**config.mk**
```make
export PLATFORM = sky130hd
export DESIGN_NAME = seg_scan_drv
export DESIGN_NICKNAME = d
export VERILOG_FILES = /design/src/rtl/seg_scan_drv.sv
export SDC_FILE = /design/constraint.sdc
export NUM_CORES = 1
export LEC_CHECK = 0
export ABC_CLOCK_PERIOD_IN_PS = 2540
export BUFFER_PORTS_ARGS = -buffer_cell sky130_fd_sc_hd__buf_2
export CORE_ASPECT_RATIO = 2
export CORE_MARGIN = 2
export CORE_UTILIZATION = 54
export DETAILED_ROUTE_END_ITERATION = 16
export GPL_TIMING_DRIVEN = 1
export PLACE_DENSITY = 0.88
export SLEW_MARGIN = 20
export SYNTH_ARGS = -nofsm -noshare
export SYNTH_HDL_FRONTEND = slang
export SYNTH_SLANG_ARGS = --single-unit
```
**constraint.sdc**
```tcl
create_clock -name sys_clk -period 2.54 [get_ports sys_clk]
set_input_delay 0.381 -clock sys_clk [delete_from_list [all_inputs] [get_ports sys_clk]]
set_output_delay 0.381 -clock sys_clk [all_outputs]
set_load 0.05 [all_outputs]
```
**src/rtl/seg_scan_drv.sv**
```systemverilog
// seg_scan_drv: six-digit multiplexed seven-segment driver.
//
// A three-state FSM (idle/shift/done) converts the clamped 20-bit input into six BCD digits
// by double-dabble. Each conversion takes 22 cycles. The result, together with the point and
// sign captured with it, is copied into the display registers in one step, so the display
// never shows a half-converted value. A scan counter steps through the digits one at a time.
// For each digit it produces a registered one-hot select and an active-low segment pattern.
//
// Ports:
//   sys_clk    in   system clock, rising edge
//   sys_rst_n  in   asynchronous active-low reset
//   data[19:0] in   unsigned value to display (clamped to 999_999)
//   point[5:0] in   decimal point enable, bit i -> digit i
//   sign       in   1 = value is negative
//   seg_en     in   display enable
//   sel[5:0]   out  one-hot active-high digit select, bit 0 = rightmost digit
//   seg[7:0]   out  active-low segments, bit 7 = dp, bits 6..0 = g..a
//
// Build option: define SEG_BLANK_EN to blank leading digits and show a minus sign.
// Without it, all six digits show their BCD value and sign is ignored.

module seg_scan_drv #(
  parameter logic [15:0] CNT_MAX = 16'd49_999
) (
  input  logic        sys_clk,
  input  logic        sys_rst_n,
  input  logic [19:0] data,
  input  logic [5:0]  point,
  input  logic        sign,
  input  logic        seg_en,
  output logic [5:0]  sel,
  output logic [7:0]  seg
);

  typedef enum logic [1:0] {StIdle, StShift, StDone} state_e;

  state_e      state_q, state_d;
  // {bcd[23:0], binary[19:0]} working register for double-dabble
  logic [43:0] shift_q, shift_d;
  logic [43:0] adj;
  logic [4:0]  bit_cnt_q, bit_cnt_d;
  logic [5:0]  lat_point_q, lat_point_d;
  logic        lat_sign_q, lat_sign_d;
  logic [23:0] disp_bcd_q, disp_bcd_d;
  logic [5:0]  disp_point_q, disp_point_d;
  logic        disp_sign_q, disp_sign_d;
  logic [15:0] cnt_q, cnt_d;
  logic [2:0]  idx_q, idx_d;
  logic [5:0]  sel_q, sel_d;
  logic [7:0]  seg_q, seg_d;
  logic [19:0] data_clamp;
  logic [3:0]  cur_digit;
  logic        cur_point;
  logic [7:0]  code;

  assign data_clamp = (data > 20'd999_999) ? 20'd999_999 : data;

  function automatic logic [7:0] seg_code(input logic [3:0] d);
    case (d)
      4'd0:    seg_code = 8'hC0;
      4'd1:    seg_code = 8'hF9;
      4'd2:    seg_code = 8'hA4;
      4'd3:    seg_code = 8'hB0;
      4'd4:    seg_code = 8'h99;
      4'd5:    seg_code = 8'h92;
      4'd6:    seg_code = 8'h82;
      4'd7:    seg_code = 8'hF8;
      4'd8:    seg_code = 8'h80;
      4'd9:    seg_code = 8'h90;
      default: seg_code = 8'hFF;
    endcase
  endfunction

  // Conversion FSM
  always_comb begin
    state_d      = state_q;
    shift_d      = shift_q;
    bit_cnt_d    = bit_cnt_q;
    lat_point_d  = lat_point_q;
    lat_sign_d   = lat_sign_q;
    disp_bcd_d   = disp_bcd_q;
    disp_point_d = disp_point_q;
    disp_sign_d  = disp_sign_q;
    adj          = shift_q;
    unique case (state_q)
      StIdle: begin
        shift_d     = {24'd0, data_clamp};
        bit_cnt_d   = 5'd0;
        lat_point_d = point;
        lat_sign_d  = sign;
        state_d     = StShift;
      end
      StShift: begin
        for (int k = 0; k < 6; k++) begin
          if (adj[20+4*k +: 4] >= 4'd5) adj[20+4*k +: 4] = adj[20+4*k +: 4] + 4'd3;
        end
        shift_d   = {adj[42:0], 1'b0};
        bit_cnt_d = bit_cnt_q + 5'd1;
        if (bit_cnt_q == 5'd19) state_d = StDone;
      end
      StDone: begin
        disp_bcd_d   = shift_q[43:20];
        disp_point_d = lat_point_q;
        disp_sign_d  = lat_sign_q;
        state_d      = StIdle;
      end
      default: state_d = StIdle;
    endcase
  end

  // Scan counter and digit index; held at zero while the display is disabled
  always_comb begin
    cnt_d = cnt_q;
    idx_d = idx_q;
    if (!seg_en) begin
      cnt_d = 16'd0;
      idx_d = 3'd0;
    end else if (cnt_q == CNT_MAX) begin
      cnt_d = 16'd0;
      idx_d = (idx_q == 3'd5) ? 3'd0 : idx_q + 3'd1;
    end else begin
      cnt_d = cnt_q + 16'd1;
    end
  end

  // Segment pattern for the current digit
  always_comb begin
    cur_digit = 4'd0;
    cur_point = 1'b0;
    for (int k = 0; k < 6; k++) begin
      if (idx_q == 3'(k)) begin
        cur_digit = disp_bcd_q[4*k +: 4];
        cur_point = disp_point_q[k];
      end
    end
  end

`ifdef SEG_BLANK_EN
  logic [2:0] hsp;

  always_comb begin
    // Highest significant position: top nonzero digit or top point bit, at least 0
    hsp = 3'd0;
    for (int k = 0; k < 6; k++) begin
      if (disp_bcd_q[4*k +: 4] != 4'd0 || disp_point_q[k]) hsp = 3'(k);
    end
    code = seg_code(cur_digit);
    if (idx_q > hsp) begin
      // hsp + 1 can reach 6 only when hsp = 5; idx never gets there, so the sign drops
      code = (disp_sign_q && idx_q == hsp + 3'd1) ? 8'hBF : 8'hFF;
    end
    if (cur_point) code[7] = 1'b0;
  end
`else
  logic unused_sign;
  assign unused_sign = disp_sign_q;

  always_comb begin
    code = seg_code(cur_digit);
    if (cur_point) code[7] = 1'b0;
  end
`endif

  always_comb begin
    sel_d = 6'd0;
    seg_d = 8'hFF;
    if (seg_en) begin
      sel_d = 6'd1 << idx_q;
      seg_d = code;
    end
  end

  always_ff @(posedge sys_clk or negedge sys_rst_n) begin
    if (!sys_rst_n) begin
      state_q      <= StIdle;
      shift_q      <= 44'd0;
      bit_cnt_q    <= 5'd0;
      lat_point_q  <= 6'd0;
      lat_sign_q   <= 1'b0;
      disp_bcd_q   <= 24'd0;
      disp_point_q <= 6'd0;
      disp_sign_q  <= 1'b0;
      cnt_q        <= 16'd0;
      idx_q        <= 3'd0;
      sel_q        <= 6'd0;
      seg_q        <= 8'hFF;
    end else begin
      state_q      <= state_d;
      shift_q      <= shift_d;
      bit_cnt_q    <= bit_cnt_d;
      lat_point_q  <= lat_point_d;
      lat_sign_q   <= lat_sign_d;
      disp_bcd_q   <= disp_bcd_d;
      disp_point_q <= disp_point_d;
      disp_sign_q  <= disp_sign_d;
      cnt_q        <= cnt_d;
      idx_q        <= idx_d;
      sel_q        <= sel_d;
      seg_q        <= seg_d;
    end
  end

  assign sel = sel_q;
  assign seg = seg_q;

endmodule

```
[After elaboration in Yosys (flattened, before gate mapping)]
Memories as Yosys holds them, arrays and structs flattened.
Index checks and enable logic that the tools add are counted.
Storage, ports and cells
  register bits: 120
  bits in read-only memories: 112
  input bits: 30
  output and inout port bits: 14
  logic and storage cells: 73
  memories kept: 1
Memories
  (name not given): words 16, bits a word 7, read ports 1, clocked after Yosys merged registers in 0, write ports 0, line 59  | case (d)
Cells by class
  add/sub/neg operators: 9
  $lt $le $gt $ge: 7
  equal/unequal tests: 11
  shifts and indexed selects: 1
  multiplexer cells: 31
  reductions and logical operators: 3
Operators with widths (count)
  $pmux W44 S2: 1
  $mux W4: 11
  $mux W16: 2
  $ge A4 B3 Y1 const B: 6
  $add A4 B2 Y4 const B: 5
  $gt A20 B20 Y1 const B: 1
  $mux W20: 1
  $add A16 B1 Y16 const B: 1
  $eq A16 B16 Y1 const B: 1
  $mux W3: 4
  $pmux W5 S2: 1
  $mux W8: 1
  $mux W1: 7
  $eq A3 B2 Y1 const B: 2
  $eq A3 B3 Y1 const B: 2
  $mux W6: 1
  $shl A1 B3 Y6 const A: 1
  $add A5 B1 Y5 const B: 1
  $eq A5 B5 Y1 const B: 1
  $pmux W2 S2: 1
  $add A3 B1 Y3 const B: 1
  $add A3 B2 Y3 const B: 1
  $eq A3 B1 Y1 const B: 1
  $logic_not A3 Y1: 1
  other kinds (7): 7

[Depth between registers and ports, before layout]
  depth after elaboration: 9
  gate-level depth with buffers: 13
  mapped depth without buffers: 9

[Worst setup path after synthesis]
OpenSTA, ideal clock, no wires.
  path type: reg2reg
  start: register idx_q[0]
  end: register seg_q[3] (netlist: seg[3])
  setup time: 0.088 ns
  data arrival time: 2.707 ns
  data required time: 2.452 ns
  setup slack: -0.255 ns
  cell stages (with the launch flop): 13
  path buffers: 4
  clock period less this slack: 2.795 ns
  cell sequence: dfrtp_1 -> buf_6 -> buf_6 -> clkbuf_1 -> and2_1 -> ha_1 -> buf_6 -> or2_4 -> a211o_1 -> a32oi_4 -> ha_1 -> o21ai_0 -> or3b_1
On the way
  cells in the longest elaborated chain, start to end: 9
  elaborated cells between the ends (all ways): 14
  those cells by class: 5 x eq/ne; 7 x mux; 1 x reduce/logical; 1 x memory
RTL lines
  from (decl): line 48  | logic [2:0] idx_q, idx_d;
  from (signal assigned): line 197  | idx_q <= idx_d;
  $logic_not A3 Y1: line 131  | if (idx_q == 3'(k)) begin
  $mux W4 (5 in series): line 131
  $mux W4 (*): line 131
  $mem_v2 Z16 W7 (*)
  $mux W8 (*): line 167  | if (seg_en) begin
  named net seg_d[3]: line 50  | logic [7:0] seg_q, seg_d;
  to (signal assigned): line 199  | seg_q <= seg_d;
  to (decl): line 50
Mark *: on every way through the listed nets, which the timed path passes. The rest lies on a longest branch.
A chain may end at the register's enable or synchronous reset.

[Worst setup path after layout]
  start: register idx_q[1]
  end: register seg_q[3] (netlist: seg[3])
The elaborated chain is that of the path after synthesis.

==> flow_summary_export.csv <==
group,metric,value,unit
die,start_util,0.551,
route,maxUsedRoutingLayer,"met4",
route,post_drt_wl_per_cell,16.3,um
route,routed_via_density,5.79,
pwr,leakage,0.00311,uW
global_routing,grt_max_degree,57,
route,antenna_left,0,
synth,ys_ff_latch,120,
global_routing,globalRouteOverflowTotal,0,
synth,syn_nets,617,
min_path,holdCritPathClass,"input port to asynchronous set/reset pin",
critical_path,critPathLaunchType,"register",
run,max-cap-violations,0,
pwr,powerDensity,808,mW/mm^2
clock_network,clock_path_buffers,2,
timing,tightest_slew,692,ps
synth,synthesis.area,0.00595,sq mm
cells_and_area,fill_cells,795,
clock_network,clkSlewWorstSetupHoldPaths,60,ps
clock_network,cts_tree,"yes",
timing,drv_slew,0,
timing,period_needed,2380,ps
critical_path,critical_path_class,"register to register",
critical_path,cp.required,2880,ps
clock_network,h-tree-depth,4,
cells_and_area,drive_above_1_share,0.231,
clock_network,root_buffer,"clkbuf_16",
synth,synth_area_leaders,"dfrtp_1, mux2_2, o21ai_0, nand2_1, dfstp_2",
die,rows,54,
clock_network,worstSkewPairLatency,420,ps
synth,syn_inst,571,
critical_path,rr_worst_depth,8,
synth,syn-mean-instance-area,10.4,sq um
synth,yosysWarnings,0,
synth,synth.top_cell.area_share,0.471,
route,wl_met2,7.08,mm
synth,seq_area_frac_synth,0.506,
timing,worst_slack,158,ps
timing,fmax,420,MHz
clock_network,clock-sinks,120,
placed_design,dp_slack,223,ps
route,drc,0,
timing,finalCritPeriodShare,0.938,
die,ios,44,
cells_and_area,fin_nets,661,
synth,yosysTopAreaCell,"dfrtp_1",
clock_network,cts_resized,0,
synth,synth_cell_types,49,
route,drt_pass1_iterations,4,
clock_network,cts_buffers,17,
global_routing,grt_pass1_vias,4653,
route,drt-total-wl,12.5,mm
clock_network,cts_hold_buf,0,
timing,timing_hold_violations_final,0,
cells_and_area,n_antenna_cell,0,
synth,synth_common_cells,"dfrtp_1, nand2_1, o21ai_0, mux2_2, nor2_1",
route,num_vias,4446,
pwr,ir_drop,537,uV
die,die_y,152,um
synth,yosysMostFrequentCell,"dfrtp_1",
route,wl_met3,380,um
placed_design,gp_congestion,0.866,
die,dieArea,0.0119,sq mm
route,met1_length,4.55,mm
global_routing,track_usage,0.227,
global_routing,grt_pass1_wl,21.5,mm
global_routing,antenna_found_initial,0,
timing,setup_viol,0,
clock_network,postCtsSetupBuffers,0,
critical_path,end_kind,"register",
critical_path,crit_path_max_fanout,15,
timing,rsz0062_at_grt,"no",
outcome,status,"finished, final reports clean",
timing,finClkSkew,7.99,ps
timing,final.setup.tns,0,ps
cells_and_area,synthToLayoutAreaGrowth,16.8,%
synth,synth_flop_cell,"dfrtp_1",
die,die_width,78.2,um
placed_design,dp_hpwl,8.63,mm
placed_design,portBuffers,42,
die,core,0.0108,sq mm
timing,max_slew_margin,0.537,
synth,synth_edf_count,0,
cells_and_area,final_util,0.643,
critical_path,crit_arrival,2720,ps
synth,async_reset_ff_frac,1.00,
route,drtIter0Drc,268,
-- worst paths after layout --
kind | endpoint | from | slack [ps]
setup / recovery | seg[3] | idx_q[1] | 160
min in group sys_clk | lat_point_q[3] | point[3] | 210
hold reg to reg | shift_q[1] | shift_q[1] | 480
max in group asynchronous | seg[4] | sys_rst_n | 1780
setup reg to reg | seg[3] | idx_q[1] | 160
hold / removal | cnt_q[15] | sys_rst_n | 6
-- kinds of logic (layout without fill, tap and decap cells) --
| group | Yosys count | count (layout) | synth area share |
|---|---|---|---|
| multiplexers | 47 | 47 | 0.0870 |
| XOR/XNOR | 27 | 27 | 0.0397 |
| flip-flops | 120 | 120 | 0.506 |
| adder cells (fa/ha/maj) | 16 | 16 | 0.0336 |
| AO/OA/AOI/OAI | 127 | 127 | 0.136 |
| AND/OR/NAND/NOR | 188 | 188 | 0.161 |
| buffers and inverters | 46 | 103 | 0.0355 |
-- sequential cells by signal (all words and copies together) (netlist names) --
register,count
bit_cnt_q,5
cnt_q,16
disp_bcd_q,24
disp_point_q,6
idx_q,3
lat_point_q,6
seg,8
sel,6
shift_q,44
state_q,2
-- placed cells by master, fill, tap and decap left out, types with 2 or more instances in the layout --
cell and count:
a211o_1 2, a211oi_1 5, a21boi_0 2, a21o_1 2, a21oi_1 32, a22o_1 8
a311oi_2 2, and2_1 4, and3_1 4, buf_2 41, buf_4 12, bufinv_16 4
clkbuf_16 17, clkinv_4 2, dfrtp_1 111, dfstp_2 8, ha_1 15, inv_1 17
inv_6 6, mux2_2 38, mux2i_1 9, nand2_1 63, nand2b_1 19, nand3_1 8
nand3b_1 12, nand4_1 4, nor2_1 38, nor2b_1 12, nor2b_2 2, nor3_1 7
nor3b_1 5, nor4_1 2, o21ai_0 47, o21bai_1 4, o31ai_1 14, or4b_1 2
xnor2_1 11, xor2_1 16
-- final cells by class --
type,instances,area [sq um],area share
flip-flops and latches,120,3010,0.434
multi-input cells,405,2750,0.395
clock buffers,17,425,0.0612
repair buffers,54,315,0.0453
clock inverters,15,214,0.0308
well taps,140,175,0.0252
inverters,17,63.8,0.00918
-- stage by stage --
step / cells / cell area, sq um / power [uW] / hold WS (ps)
after CTS: 768 / 6950 / 5640 / 32.1
after floorplan: 571 / 5980 / 2810 / 85.4
after global routing: 768 / 6950 / 5830 / 63.4
after global placement: 736 / 6310 / 2990 / 457
final: 768 / 6950 / 5610 / 6.32
after detailed placement: 736 / 6310 / 3050 / 468
-- critical path, cell delays in order (launching register included) --
cell,delay (ps)
dfrtp_1,450
buf_4,240
nor3b_1,220
a211oi_1,100
a311oi_2,400
inv_1,130
ha_1,330
o21ai_0,80
or3b_1,350
-- routing by layer --
layer,global-route usage,up-vias
met5,0,-
met4,0.118,0
met3,0.0533,39
met2,0.413,107
met1,0.236,2220
li1,-,2080
-- power by group --
part	switching (uW)	internal, uW
clock	913	1670
combinational	475	300
sequential	126	2130
(Power assumes the default switching activity.)
